**src/rtl/pipeline_pkg.sv**
```systemverilog
// Shared pipeline definitions: operand/address widths, ALU opcodes and the
// control bundle carried from ID into EX.
package pipeline_pkg;

  localparam int DATA_W  = 32;
  localparam int ADDR_W  = 5;
  localparam int ALUOP_W = 4;

  typedef enum logic [ALUOP_W-1:0] {
    ALU_ADD  = 4'd0,
    ALU_SUB  = 4'd1,
    ALU_AND  = 4'd2,
    ALU_OR   = 4'd3,
    ALU_XOR  = 4'd4,
    ALU_SLL  = 4'd5,
    ALU_SRL  = 4'd6,
    ALU_SRA  = 4'd7,
    ALU_SLT  = 4'd8,
    ALU_SLTU = 4'd9,
    ALU_LUI  = 4'd10
  } alu_op_e;

  typedef struct packed {
    logic               reg_write;
    logic               mem_read;
    logic [ALUOP_W-1:0] alu_op;
  } id_ex_ctrl_t;

  // Register 0 is an ordinary register, so a match is a plain compare.
  function automatic logic addr_match(input logic [ADDR_W-1:0] a,
                                      input logic [ADDR_W-1:0] b);
    return (a == b);
  endfunction

endpackage

```
**src/rtl/id_ex_stage_if.sv**
```systemverilog
// ID/EX stage bus: ID, register-file and write-back inputs plus EX outputs.
// With ID_EX_PERF_EN defined the bubble/flush counters are carried as well.
interface id_ex_stage_if;
  import pipeline_pkg::*;

  logic               id_valid;
  logic [ADDR_W-1:0]  id_rs1;
  logic [ADDR_W-1:0]  id_rs2;
  logic [ADDR_W-1:0]  id_rd;
  logic               id_reg_write;
  logic               id_mem_read;
  logic [DATA_W-1:0]  id_imm;
  logic [ALUOP_W-1:0] id_alu_op;
  logic [DATA_W-1:0]  rf_data_1;
  logic [DATA_W-1:0]  rf_data_2;
  logic               wb_we;
  logic [ADDR_W-1:0]  wb_addr;
  logic [DATA_W-1:0]  wb_data;
  logic               ex_stall;
  logic               flush;
  logic               ex_valid;
  logic [DATA_W-1:0]  ex_op1;
  logic [DATA_W-1:0]  ex_op2;
  logic [ADDR_W-1:0]  ex_rd;
  logic               ex_reg_write;
  logic               ex_mem_read;
  logic [DATA_W-1:0]  ex_imm;
  logic [ALUOP_W-1:0] ex_alu_op;
  logic               hazard_stall;
`ifdef ID_EX_PERF_EN
  logic [31:0]        perf_bubbles;
  logic [31:0]        perf_flushes;
`endif

  modport master (
    output id_valid, id_rs1, id_rs2, id_rd, id_reg_write, id_mem_read,
           id_imm, id_alu_op, rf_data_1, rf_data_2, wb_we, wb_addr, wb_data,
           ex_stall, flush,
`ifdef ID_EX_PERF_EN
    input  perf_bubbles, perf_flushes,
`endif
    input  ex_valid, ex_op1, ex_op2, ex_rd, ex_reg_write, ex_mem_read,
           ex_imm, ex_alu_op, hazard_stall
  );

  modport slave (
    input  id_valid, id_rs1, id_rs2, id_rd, id_reg_write, id_mem_read,
           id_imm, id_alu_op, rf_data_1, rf_data_2, wb_we, wb_addr, wb_data,
           ex_stall, flush,
`ifdef ID_EX_PERF_EN
    output perf_bubbles, perf_flushes,
`endif
    output ex_valid, ex_op1, ex_op2, ex_rd, ex_reg_write, ex_mem_read,
           ex_imm, ex_alu_op, hazard_stall
  );

endinterface

```
**src/rtl/id_ex_stage_operand_bypass.sv**
```systemverilog
// Write-back bypass for one operand: a write landing on the capture edge is
// not yet visible on rf_data, so forward the write-back value instead.
module operand_bypass
  import pipeline_pkg::*;
(
  input  logic [ADDR_W-1:0] addr,
  input  logic [DATA_W-1:0] rf_data,
  input  logic              wb_we,
  input  logic [ADDR_W-1:0] wb_addr,
  input  logic [DATA_W-1:0] wb_data,
  output logic [DATA_W-1:0] op
);

  // Select write-back data on an address hit, else the register-file value.
  always_comb begin
    if (wb_we && addr_match(wb_addr, addr)) begin
      op = wb_data;
    end else begin
      op = rf_data;
    end
  end

endmodule

```
**src/rtl/id_ex_stage.sv**
```systemverilog
// ID/EX pipeline register with write-back bypass, load-use bubble insertion,
// downstream stall and flush. Optional counters under ID_EX_PERF_EN.
module id_ex_stage
  import pipeline_pkg::*;
(
  input  logic         clock,
  input  logic         reset,
  id_ex_stage_if.slave bus
);

  logic [DATA_W-1:0] op1_s;
  logic [DATA_W-1:0] op2_s;
  logic              hazard_s;
  logic              bubble_s;
  logic              flush_s;

  logic              ex_valid_d, ex_valid_q;
  logic [DATA_W-1:0] ex_op1_d,   ex_op1_q;
  logic [DATA_W-1:0] ex_op2_d,   ex_op2_q;
  logic [ADDR_W-1:0] ex_rd_d,    ex_rd_q;
  logic [DATA_W-1:0] ex_imm_d,   ex_imm_q;
  id_ex_ctrl_t       ex_ctrl_d,  ex_ctrl_q;

  operand_bypass u_bypass_1 (
    .addr    (bus.id_rs1),
    .rf_data (bus.rf_data_1),
    .wb_we   (bus.wb_we),
    .wb_addr (bus.wb_addr),
    .wb_data (bus.wb_data),
    .op      (op1_s)
  );

  operand_bypass u_bypass_2 (
    .addr    (bus.id_rs2),
    .rf_data (bus.rf_data_2),
    .wb_we   (bus.wb_we),
    .wb_addr (bus.wb_addr),
    .wb_data (bus.wb_data),
    .op      (op2_s)
  );

  // Load-use detection; suppressed under ex_stall, which already freezes upstream.
  always_comb begin
    if (!reset && !bus.ex_stall && ex_valid_q && ex_ctrl_q.mem_read && bus.id_valid &&
        (addr_match(ex_rd_q, bus.id_rs1) || addr_match(ex_rd_q, bus.id_rs2))) begin
      hazard_s = 1'b1;
    end else begin
      hazard_s = 1'b0;
    end
  end

  assign flush_s  = !reset && !bus.ex_stall && bus.flush;
  assign bubble_s = hazard_s && !bus.flush;

  // Next EX register contents: reset > stall > flush > bubble > capture.
  always_comb begin
    ex_valid_d = ex_valid_q;
    ex_op1_d   = ex_op1_q;
    ex_op2_d   = ex_op2_q;
    ex_rd_d    = ex_rd_q;
    ex_imm_d   = ex_imm_q;
    ex_ctrl_d  = ex_ctrl_q;
    if (reset || flush_s) begin
      ex_valid_d = 1'b0;
      ex_op1_d   = '0;
      ex_op2_d   = '0;
      ex_rd_d    = '0;
      ex_imm_d   = '0;
      ex_ctrl_d  = '0;
    end else if (bus.ex_stall) begin
      ex_valid_d = ex_valid_q;
    end else if (bubble_s) begin
      ex_valid_d          = 1'b0;
      ex_ctrl_d.reg_write = 1'b0;
      ex_ctrl_d.mem_read  = 1'b0;
    end else begin
      ex_valid_d          = bus.id_valid;
      ex_op1_d            = op1_s;
      ex_op2_d            = op2_s;
      ex_rd_d             = bus.id_rd;
      ex_imm_d            = bus.id_imm;
      ex_ctrl_d.alu_op    = bus.id_alu_op;
      // Squashed ID slots must not carry live control into EX.
      ex_ctrl_d.reg_write = bus.id_valid && bus.id_reg_write;
      ex_ctrl_d.mem_read  = bus.id_valid && bus.id_mem_read;
    end
  end

  // EX pipeline register.
  always_ff @(posedge clock) begin
    ex_valid_q <= ex_valid_d;
    ex_op1_q   <= ex_op1_d;
    ex_op2_q   <= ex_op2_d;
    ex_rd_q    <= ex_rd_d;
    ex_imm_q   <= ex_imm_d;
    ex_ctrl_q  <= ex_ctrl_d;
  end

  assign bus.ex_valid     = ex_valid_q;
  assign bus.ex_op1       = ex_op1_q;
  assign bus.ex_op2       = ex_op2_q;
  assign bus.ex_rd        = ex_rd_q;
  assign bus.ex_imm       = ex_imm_q;
  assign bus.ex_reg_write = ex_ctrl_q.reg_write;
  assign bus.ex_mem_read  = ex_ctrl_q.mem_read;
  assign bus.ex_alu_op    = ex_ctrl_q.alu_op;
  assign bus.hazard_stall = hazard_s;

`ifdef ID_EX_PERF_EN
  logic [31:0] perf_bubbles_d, perf_bubbles_q;
  logic [31:0] perf_flushes_d, perf_flushes_q;

  // Event counters; both wrap naturally at 2^32.
  always_comb begin
    perf_bubbles_d = perf_bubbles_q;
    perf_flushes_d = perf_flushes_q;
    if (reset) begin
      perf_bubbles_d = 32'd0;
      perf_flushes_d = 32'd0;
    end else if (flush_s) begin
      perf_flushes_d = perf_flushes_q + 32'd1;
    end else if (bubble_s) begin
      perf_bubbles_d = perf_bubbles_q + 32'd1;
    end else begin
      perf_bubbles_d = perf_bubbles_q;
    end
  end

  // Counter registers.
  always_ff @(posedge clock) begin
    perf_bubbles_q <= perf_bubbles_d;
    perf_flushes_q <= perf_flushes_d;
  end

  assign bus.perf_bubbles = perf_bubbles_q;
  assign bus.perf_flushes = perf_flushes_q;
`endif

endmodule
```
**src/flat_wrapper.sv**
```systemverilog
// flat-port wrapper written by rule: the top's interface ports become plain ports
module id_ex_stage_flat import pipeline_pkg::*;
  (clock, reset, bus_id_valid, bus_id_rs1, bus_id_rs2, bus_id_rd, bus_id_reg_write, bus_id_mem_read, bus_id_imm, bus_id_alu_op, bus_rf_data_1, bus_rf_data_2, bus_wb_we, bus_wb_addr, bus_wb_data, bus_ex_stall, bus_flush, bus_ex_valid, bus_ex_op1, bus_ex_op2, bus_ex_rd, bus_ex_reg_write, bus_ex_mem_read, bus_ex_imm, bus_ex_alu_op, bus_hazard_stall);
  id_ex_stage_if bus_i ();
  input  logic clock;
  input  logic reset;
  input wire logic [$bits(bus_i.id_valid)-1:0] bus_id_valid;
  input wire logic [$bits(bus_i.id_rs1)-1:0] bus_id_rs1;
  input wire logic [$bits(bus_i.id_rs2)-1:0] bus_id_rs2;
  input wire logic [$bits(bus_i.id_rd)-1:0] bus_id_rd;
  input wire logic [$bits(bus_i.id_reg_write)-1:0] bus_id_reg_write;
  input wire logic [$bits(bus_i.id_mem_read)-1:0] bus_id_mem_read;
  input wire logic [$bits(bus_i.id_imm)-1:0] bus_id_imm;
  input wire logic [$bits(bus_i.id_alu_op)-1:0] bus_id_alu_op;
  input wire logic [$bits(bus_i.rf_data_1)-1:0] bus_rf_data_1;
  input wire logic [$bits(bus_i.rf_data_2)-1:0] bus_rf_data_2;
  input wire logic [$bits(bus_i.wb_we)-1:0] bus_wb_we;
  input wire logic [$bits(bus_i.wb_addr)-1:0] bus_wb_addr;
  input wire logic [$bits(bus_i.wb_data)-1:0] bus_wb_data;
  input wire logic [$bits(bus_i.ex_stall)-1:0] bus_ex_stall;
  input wire logic [$bits(bus_i.flush)-1:0] bus_flush;
  output wire logic [$bits(bus_i.ex_valid)-1:0] bus_ex_valid;
  output wire logic [$bits(bus_i.ex_op1)-1:0] bus_ex_op1;
  output wire logic [$bits(bus_i.ex_op2)-1:0] bus_ex_op2;
  output wire logic [$bits(bus_i.ex_rd)-1:0] bus_ex_rd;
  output wire logic [$bits(bus_i.ex_reg_write)-1:0] bus_ex_reg_write;
  output wire logic [$bits(bus_i.ex_mem_read)-1:0] bus_ex_mem_read;
  output wire logic [$bits(bus_i.ex_imm)-1:0] bus_ex_imm;
  output wire logic [$bits(bus_i.ex_alu_op)-1:0] bus_ex_alu_op;
  output wire logic [$bits(bus_i.hazard_stall)-1:0] bus_hazard_stall;
  assign bus_i.id_valid = bus_id_valid;
  assign bus_i.id_rs1 = bus_id_rs1;
  assign bus_i.id_rs2 = bus_id_rs2;
  assign bus_i.id_rd = bus_id_rd;
  assign bus_i.id_reg_write = bus_id_reg_write;
  assign bus_i.id_mem_read = bus_id_mem_read;
  assign bus_i.id_imm = bus_id_imm;
  assign bus_i.id_alu_op = bus_id_alu_op;
  assign bus_i.rf_data_1 = bus_rf_data_1;
  assign bus_i.rf_data_2 = bus_rf_data_2;
  assign bus_i.wb_we = bus_wb_we;
  assign bus_i.wb_addr = bus_wb_addr;
  assign bus_i.wb_data = bus_wb_data;
  assign bus_i.ex_stall = bus_ex_stall;
  assign bus_i.flush = bus_flush;
  assign bus_ex_valid = bus_i.ex_valid;
  assign bus_ex_op1 = bus_i.ex_op1;
  assign bus_ex_op2 = bus_i.ex_op2;
  assign bus_ex_rd = bus_i.ex_rd;
  assign bus_ex_reg_write = bus_i.ex_reg_write;
  assign bus_ex_mem_read = bus_i.ex_mem_read;
  assign bus_ex_imm = bus_i.ex_imm;
  assign bus_ex_alu_op = bus_i.ex_alu_op;
  assign bus_hazard_stall = bus_i.hazard_stall;
  id_ex_stage u_core (.clock(clock), .reset(reset), .bus(bus_i));
endmodule
```
**config.mk**
```make
export PLATFORM = sky130hd
export DESIGN_NAME = id_ex_stage_flat
export DESIGN_NICKNAME = d
export VERILOG_FILES = /design/src/rtl/pipeline_pkg.sv /design/src/rtl/id_ex_stage_if.sv /design/src/rtl/id_ex_stage_operand_bypass.sv /design/src/rtl/id_ex_stage.sv /design/src/flat_wrapper.sv
export SDC_FILE = /design/constraint.sdc
export NUM_CORES = 1
export LEC_CHECK = 0
export ABC_AREA = 1
export BUFFER_PORTS_ARGS = -buffer_cell sky130_fd_sc_hd__buf_2
export CAP_MARGIN = 5
export CORE_ASPECT_RATIO = 0.6
export CORE_MARGIN = 3
export CORE_UTILIZATION = 52
export DETAILED_ROUTE_END_ITERATION = 7
export GPL_TIMING_DRIVEN = 0
export PLACE_DENSITY = 0.85
export SETUP_SLACK_MARGIN = 0.5
export SYNTH_ARGS = -nofsm -noshare
export SYNTH_HDL_FRONTEND = slang
export SYNTH_SLANG_ARGS = --single-unit
export TNS_END_PERCENT = 5
```
**constraint.sdc**
```tcl
create_clock -name clock -period 2.5 [get_ports clock]
set_clock_uncertainty 0.15 [all_clocks]
set_input_delay 0.375 -clock clock [delete_from_list [all_inputs] [get_ports clock]]
set_output_delay 0.375 -clock clock [all_outputs]
set_load 0.01 [all_outputs]
```
Word-level counts from Yosys, hierarchy flattened
Cells that the tools add are included.

word-level totals
  flip-flop bits (word level) = 108
  bits of input ports = 160
  output and inout port bits = 109
  word-level logic and storage cells = 36

operators by class
  eq/ne operators = 4
  muxes and demuxes = 5
  bitwise gates (word level) = 2
  reductions and logical operators = 17

operators by type and width
  cell                 number
  $mux W32             2
  $eq A5 B5 Y1         4
  $logic_and A1 B1 Y1  11
  $logic_not A1 Y1     3
  $logic_or A1 B1 Y1   2
  $mux W1              2
  $mux W2              1
  $not A1 Y1           2
  $reduce_and A2 Y1    1

Depth between registers and ports, before layout
Gate-level depths: netlist (run 1).

  word-level depth = 10
  gate-level depth with buffers = 12
  mapped depth without buffers = 11

Hierarchy
A second synthesis (run 1) with hierarchy kept.

unflattened totals
  cell total of the unflattened synthesis = 1,002
  area, all modules = 5,979.5 um^2

by module, submodules not included
  module          instances  cells each  area an instance (um^2)  seq. area each (um^2)
  id_ex_stage     1          732         4,665.7                  2,162.1
  operand_bypass  2          135         656.9                    0.0

Worst setup path before layout (run 1)
No wires, ideal clock.

  path kind = reg2reg
  from = register u_core.ex_rd_q[0] (netlist: u_core.bus.ex_rd[0])
  to = register u_core.ex_op1_q[10] (netlist: u_core.bus.ex_op1[10])
  library setup time = 0.115 ns
  arrival = 1.399 ns
  data required time = 2.235 ns
  setup slack = 0.836 ns
  stages on the path, launching flop included = 12
  buffers on the path = 2
  clock period less this slack = 1.664 ns
  cells stage by stage = dfxtp_1 -> inv_1 -> nand2_1 -> nand2_1 -> nor2_1 -> nand3_1 -> nand2_1 -> nand3_2 -> buf_6 -> buf_2 -> a21oi_1 -> nor2_1

between the ends
  word-level cells in the longest chain between the ends = 7
  elaborated cells on any way between the ends = 8
  those cells by class = eq/ne: 2; mux: 1; bitwise: 1; reduce/logical: 4

ends and longest elaborated chain
  element                          line                source
  from (decl)                      id_ex_stage.sv:20   logic [ADDR_W-1:0] ex_rd_d, ex_rd_q;
  from (signal assigned)           id_ex_stage.sv:94   ex_rd_q <= ex_rd_d;
  $eq A5 B5 Y1                     pipeline_pkg.sv:32  return (a == b);
  $logic_or A1 B1 Y1 (*)           id_ex_stage.sv:45   (addr_match(ex_rd_q, bus.id_rs1) || addr_match(ex_rd_q, bus.id_rs2))) begin
  $logic_and A1 B1 Y1 (*)          id_ex_stage.sv:44   if (!reset && !bus.ex_stall && ex_valid_q && ex_ctrl_q.mem_read && bus.id_valid &&
  $mux W1 (*)                      id_ex_stage.sv:44
  $logic_and A1 B1 Y1 (*)          id_ex_stage.sv:53   assign bubble_s = hazard_s && !bus.flush;
  $not A1 Y1 (no line) (*)         --
  $reduce_and A2 Y1 (no line) (*)  --
  to (signal assigned)             id_ex_stage.sv:92   ex_op1_q <= ex_op1_d;
  to (decl)                        id_ex_stage.sv:18   logic [DATA_W-1:0] ex_op1_d, ex_op1_q;

Every way passes the cells marked *; elsewhere a longest branch is shown, timed or not.
A chain may end at the register's enable or synchronous reset.

Final worst setup path (run 1)
  from = register u_core.ex_rd_q[4] (netlist: u_core.bus.ex_rd[4])
  to = output port bus_hazard_stall

between the ends
  word-level cells in the longest chain between the ends = 4
  elaborated cells on any way between the ends = 5
  those cells by class = eq/ne: 2; mux: 1; reduce/logical: 2

ends and longest elaborated chain
  element                  line                source
  $eq A5 B5 Y1             pipeline_pkg.sv:32
  $logic_or A1 B1 Y1 (*)   id_ex_stage.sv:45
  $logic_and A1 B1 Y1 (*)  id_ex_stage.sv:44
  $mux W1 (*)              id_ex_stage.sv:44
  to (decl)                flat_wrapper.sv:30  output wire logic [$bits(bus_i.hazard_stall)-1:0] bus_hazard_stall;

Marked as above.

==> results of run 1 <==
[how the worst max path moves through the flow]
stage | endpoint | slack, ps | cells after the start
after floorplan | u_core.bus.ex_op1[10] | 840 | 11
after global placement | u_core.bus.ex_op2[14] | 390 | 7
after detailed placement | u_core.bus.ex_imm[21] | 350 | 7
after CTS | bus_hazard_stall | 520 | 9
after global routing | bus_hazard_stall | 410 | 9
final | bus_hazard_stall | 510 | 9
[cells in the final DEF, fill, tap and decap left out, drive strengths merged]
cell type / instances
buf: 319
xnor2: 2
nor2: 160
diode: 1
inv: 100
dfxtp: 108
clkbuf: 29
nand2: 335
nand4: 64
nand3: 72
a21oi: 68
clkinv: 33
nor3: 1
[repair_timing]
action | in CTS | in global routing
pin swaps | 0 | 3
resized for setup | 6 | 10
endpoints found under the setup margin | 1 | 89
[cell type report]
class                      instances  area [sq um]
clock inverter                     7          78.8
sequential                       108          2180
timing repair buffer             268          1340
buffer                            71           350
multi-input combinational        702          3020
clock buffer                       9           225
inverter                         126           473
fill                            1022          3050
antenna                            1          2.50
tap                              139           174
[worst max-delay path, cell delays in order (launching register included)]
cell	delay [ps]
dfxtp_2	370
inv_2	50
nand2_1	50
nand2_1	80
nor2_2	140
nand3_2	80
nand2_2	100
nand2_2	70
inv_2	50
buf_2	130
[metrics by stage]
step | worst slack [ps] | utilization, % | instance area, sq um | power [mW] | std cells
final | 511 | 72.0 | 7840 | 4.27 | 1431
after floorplan | 836 | - | 5990 | 2.45 | 1007
after global placement | 391 | 68.9 | 7500 | 2.82 | 1414
after global routing | 410 | 72.0 | 7840 | 4.49 | 1431
after CTS | 519 | 71.8 | 7820 | 4.28 | 1430
after detailed placement | 347 | 68.9 | 7500 | 2.83 | 1414
[logic make-up after synthesis]
logic type | count (synthesis) | synth area share [%]
simple gates | 632 | 44.2
buf+inv | 197 | 13.8
flops | 108 | 36.1
compound gates | 68 | 5.68
xor+xnor | 2 | 0.293
[flip-flops by register name, summed over array words and instances, names as in the netlist]
name	count
u_core.bus.ex_rd	5
u_core.bus.ex_reg_write	1
u_core.bus.ex_alu_op	4
u_core.bus.ex_op2	32
u_core.bus.ex_valid	1
u_core.bus.ex_mem_read	1
u_core.bus.ex_op1	32
u_core.bus.ex_imm	32
[report_power, final]
group | total (mW) | switching, mW | leakage, nW | internal (mW)
clock network | 1.45 | 0.739 | 0.148 | 0.714
logic | 0.931 | 0.565 | 3.49 | 0.366
registers | 1.89 | 0.0588 | 0.894 | 1.83
[routing by layer]
layer  share of wire (%)  vias to the layer above
li1                    -                     3684
met1                  44                     3204
met2                  42                      371
met3                  13                       20
met4                 1.0                        0
met5                   0                        -
==> results.md, run 1 <==
* Status: completed
* Mapped Area at 5990 sq um
* Core area at 10900 sq um
* Std cell rows at 29
* Share of cells above drive strength 1 at 27.7%
* Grt ovf at 0
* Post-DP HPWL at about 17 mm
* First-pass GRT wire length at 31.7 mm
* DR WL/cell at between 10 and 15 um
* Drt total wl at 21.2 mm
* Clock-pin slew on the worst setup and hold paths at 80 ps
* Crit path DAT at 1460 ps
* Synthesized flop and latch total at 108
* Tightest Hold Check Type: in -> reg
* Largest net degree at the start of global routing at 22
* DRT Pass-1 Iters at 6
* Port Buf Inserts at 268
* Max Cap Viol at 0
* Reg2Reg Setup Slack at between 500 and 600 ps
* CP Max Fanout at 4
* Die Wd at 145 um
* WS Path Type: reg -> out
* Die ar. at 12900 sq um
* Register area share after synthesis at roughly 36%
* Min-Delay Endpoint: u_core.bus.ex_imm[30]
* Most common cell in the netlist: nand2_1
* Vias per cell at 5.09
* Max-slew violations at 0
* Asr flop ratio synth at 0%
* Synth Flop Type: dfxtp_1
* Reg2reg path depth at 11
* Post-CTS setup buffers at 0
* Max VDD drop at 0.418 mV
* Least-Margin Pin Slew at 696 ps
* Initial cell density of the core at 55.0%
* Vias after detailed routing at around 7300
* H-tree depth at 3
* Grt peak-use layer: met1
* Routability congestion estimate from global placement at between 0.9 and 1
* Final-report setup violation count at 0
* Clk sink count at between 100 and 150
* Fin Setup TNS at 0 ps
* Final net count at 1446
* Crit path capture type: primary output
* Count of cell types in the netlist at 17
* Syn_nets at 1167
* Area contributors post-synth: dfxtp_1 (36%), nand2_1 (21%), nor2_1 (9.7%)
* ANT nets after route at 0
* GRT met1 Usage at 47.3%
* Warnings from Yosys at 0
* Power per cell area at 545 nW/um^2
* Dominant cell type by area after synthesis: dfxtp_1
* Met3 Usage GRT at 8.18%
* Mapped Cells at 1007
* # DRC at 0
* Die Height at 89.1 um
* Total Routing Usage GR at a little under a third
* Synth cell count leaders: nand2_1 (335), nor2_1 (154), dfxtp_1 (108), inv_1 (90), nand3_1 (71)
* Hold_buf cts at 0
* FF-to-FF End: u_core.bus.ex_op2[31]
* Post-synth EDFFs at 0
* Initial DRC count at 660
* Reg2reg start: u_core.bus.ex_rd[4]
* Worst hold stages at 3
* WP data required at around 2000 ps
* Area grow syn2layout at 31.0%
* Fin Hold WS at 88.5 ps
* Min Tclk post-route at 1990 ps
* Ports at 269
* Setup crit start: u_core.bus.ex_rd[4]
* Worst hold start: bus_id_imm[30]
* Final Cycle Share at 79.6%
* GRT met2 Usage at a little under half
* Final hold vios at 0
* Relative slew margins at a little over half
* FMAX at 503 MHz
* Vias in the first global route at 6091
* CTS tree: done
* Leak at ~4.5 nW
* Startpoint types: flop
* Total CTS buffers at 9
* Unrepaired setup endpoints after global routing: yes
* CTS root buf: clkbuf_16
* Clock Latency Late Sink at approximately 350 ps
* Initial antenna violation count at 1
* Share of the synthesized area in the top cell type at a little over a third
* Synth Area per Inst at around 6 sq um
* Max Root-Sink Buffers at 2
(Power assumes the default switching activity.)
==> run 2, diff against run 1 <==
--- a/config.mk
+++ b/config.mk
@@ -10,10 +10,10 @@
 export CAP_MARGIN = 5
 export CORE_ASPECT_RATIO = 0.6
 export CORE_MARGIN = 3
-export CORE_UTILIZATION = 52
+export CORE_UTILIZATION = 48
 export DETAILED_ROUTE_END_ITERATION = 7
 export GPL_TIMING_DRIVEN = 0
-export PLACE_DENSITY = 0.85
+export PLACE_DENSITY = 0.79
 export SETUP_SLACK_MARGIN = 0.5
 export SYNTH_ARGS = -nofsm -noshare
 export SYNTH_HDL_FRONTEND = slang
==> constraint.sdc (replaced) <==
create_clock -name clock -period 2 [get_ports clock]
set_clock_uncertainty 0.15 [all_clocks]
set_input_delay 0.3 -clock clock [delete_from_list [all_inputs] [get_ports clock]]
set_output_delay 0.3 -clock clock [all_outputs]
set_load 0.01 [all_outputs]
==> results.md, run 2 (synthesis gave the netlist of run 1 again) <==
* Largest net degree at the start of global routing at 20 (-9.1%)
* Clock Latency Late Sink at 350 ps (about the same)
* Total Routing Usage GR at 29.9% (-1.7 points)
* Crit path capture: bus_hazard_stall
* H-tree depth at 3 (unchanged)
* Max-slew violations at 0 (unchanged)
* Core area at 11700 sq um (+7.6%)
* Initial antenna violation count at 2 (+1)
* Share of cells above drive strength 1 at 28.9% (+1.2 points)
* Ports at 269 (unchanged)
* Port Buf Inserts at 268 (unchanged)
* Placed inst area at 7630 sq um (+1.7%)
* Startpoint types: flop
* Crit path DAT at 1480 ps (+20 ps)
* CP Max Fanout at 5 (+1)
* FMAX at just over 500 MHz
* Vias in the first global route at 6225 (+2.2%)
* DRT Pass-1 Iters at 6 (unchanged)
* Final Cycle Share at 96.3%
* Die Wd at 150 um (+3.9%)
* Final instance area at 8010 sq um (+2.1%)
* Status: completed
* Setup crit start: u_core.bus.ex_rd[0]
* Power per cell area at 677 nW/um^2 (+24%)
* Vias after detailed routing at 7295 (+0.22%)
* ANT nets after route at 0 (unchanged)
* Tightest Hold Check Type: in -> reg
* Area grow syn2layout at 33.8%
* Crit path capture type: primary output
* Min Tclk post-route at 1930 ps
* Crit-path cells: nor2_1, nor2_1, nor2_2, nand3_1, nand2_2, nand2_2, inv_2, buf_6
* Die ar. at 13900 sq um (+7.9%)
* Routability congestion estimate from global placement at 1.03 (+6.3%)
* Max Cap Viol at 0 (unchanged)
* CTS root buf: clkbuf_16
* Worst hold stages at 3 (unchanged)
* CTS tree: done
* Max Root-Sink Buffers at 2 (unchanged)
* Initial cell density of the core at 51.1% (-3.9 points)
* WP data required at 1550 ps (-430 ps)
* DR WL/cell at 15.0 um (+1.0%)
* Initial DRC count at 677 (+2.6%)
* Critical path's largest stage delay at 360 ps (about the same)
* Total CTS buffers at 9 (unchanged)
* WP buf/inv at 2 (-1)
* Reg2Reg Setup Slack at 130 ps (-430 ps)
* Slowest-stage cell, CP: dfxtp_4
* Die Height at 92.5 um (+3.8%)
* Std cell rows at 30 (+3.4%)
* Most frequent cells in the layout: nand2_1 (331), buf_2 (298), nor2_1 (152)
* Leak at 4.57 nW (+0.94%)
* Leading cell type in the layout, fill and taps excluded: nand2_1
* CP delay by family, top: simple AND/OR/NAND/NOR gates
* Final hold vios at 0 (unchanged)
* FF-to-FF End: u_core.bus.ex_op1[27]
* Stages on the worst setup path at 8 (-1)
* Final net count at 1447 (+0.069%)
* Drt total wl at 21.8 mm (+2.5%)
* Unrepaired setup endpoints after global routing: yes
* Total power at 5.42 mW (+27%)
* ANT cells at 0 (-1)
* Final-report setup violation count at 0 (unchanged)
* Grt ovf at 0 (unchanged)
* Reg2reg path depth at 10 (-1)
* Least-Margin Pin Slew at 697 ps (+0.605 ps)
* Clk sink count at 108 (unchanged)
* # DRC at 0 (unchanged)
* Reg2reg start: u_core.bus.ex_rd[0]
* Relative slew margins at 53.6% (about the same)
* WS Path Type: reg -> out
* Vias per cell at 5.02 (-1.2%)
* Post-DP HPWL at 17.5 mm (+3.1%)
* Fin Setup TNS at 0 ps (unchanged)
* First-pass GRT wire length at 32.5 mm (+2.8%)
* Clock-pin slew on the worst setup and hold paths at 80 ps (about the same)
* Filler Cells Inserted at 1149 (+12%)
* Max VDD drop at 0.454 mV (+8.4%)
## run 2: changes by cell type in the layout (fill, tap and decap cells not counted), moves of 2 or more
cell	change
dfxtp_2	-2
nand3_2	-2
inv_2	+2
buf_2	-13
a21oi_1	-11
a21oi_2	+11
clkinv_8	-2
inv_6	-2
inv_1	-2
dfxtp_4	+2
buf_4	+4
clkbuf_2	+2
buf_6	+6
clkbuf_4	+2
## run 2: power breakdown
| group | internal (mW) | total [mW] | switching [mW] |
|---|---|---|---|
| clock | 0.991 | 1.87 | 0.875 |
| combinational | 0.468 | 1.19 | 0.725 |
| sequential | 2.28 | 2.36 | 0.0758 |
| total | 3.74 | 5.42 | 1.68 |
## run 2: how the worst min path moves through the flow
| stage | from | endpoint | slack [ps] |
|---|---|---|---|
| CTS | bus_id_imm[20] | u_core.bus.ex_imm[20] | 20 |
| global route | bus_id_rd[3] | u_core.bus.ex_rd[3] | 20 |
| detailed placement | u_core.bus.ex_reg_write | u_core.bus.ex_reg_write | 310 |
| floorplan | bus_id_rd[0] | u_core.bus.ex_rd[0] | 280 |
| finish | bus_id_imm[17] | u_core.bus.ex_imm[17] | 20 |
| global placement | u_core.bus.ex_reg_write | u_core.bus.ex_reg_write | 300 |
## run 2: area by class of cell
| class | count | area (sq um) | share of cell area, % |
|---|---|---|---|
| flip-flops and latches | 108 | 2180 | 27.2 |
| well taps | 160 | 200 | 2.50 |
| multi-input cells | 702 | 3080 | 38.4 |
| clock inverters | 6 | 72.6 | 0.906 |
| repair buffers | 269 | 1360 | 16.9 |
| inverters | 126 | 473 | 5.91 |
| plain buffers | 71 | 422 | 5.27 |
| clock buffers | 10 | 229 | 2.86 |
## run 2: per-stage QoR
| stage | util [%] | cells | hold WS, ps | setup slack, ps |
|---|---|---|---|---|
| 5_1_grt | 68.4 | 1452 | 16.0 | -17.8 |
| 2_1_floorplan | - | 1007 | 284 | 449 |
| 6_report | 68.4 | 1452 | 24.6 | 73.2 |
| 3_5_place_dp | 65.2 | 1435 | 306 | -249 |
| 3_3_place_gp | 65.2 | 1435 | 297 | -196 |
| 4_1_cts | 67.9 | 1451 | 17.0 | 94.0 |
## run 2: per-layer routing
layer / track usage [%] / vias to the layer above / part of all wire [%]
li1: - / 3681 / -
met2: 42.6 / 352 / 40
met1: 44.6 / 3235 / 46
met3: 9.34 / 23 / 12
met5: 0 / - / 0.096
met4: 5.10 / 4 / 1.0
## run 2: worst reg2reg max path: cells and delay by family, from the launching register on
kind,cells,cell delay [ps]
AND/OR/NAND/NOR,7,760
flip-flops,1,360
buffers and inverters,2,360
AO/OA/AOI/OAI,1,130
## run 2: what timing repair did
item,4_1_cts,5_1_grt
endpoints found under the setup margin,109,109
hold buffers,0,0
gates resized for setup,7,19
pin swaps,3,4
setup buffers,0,1
cloned,0,0
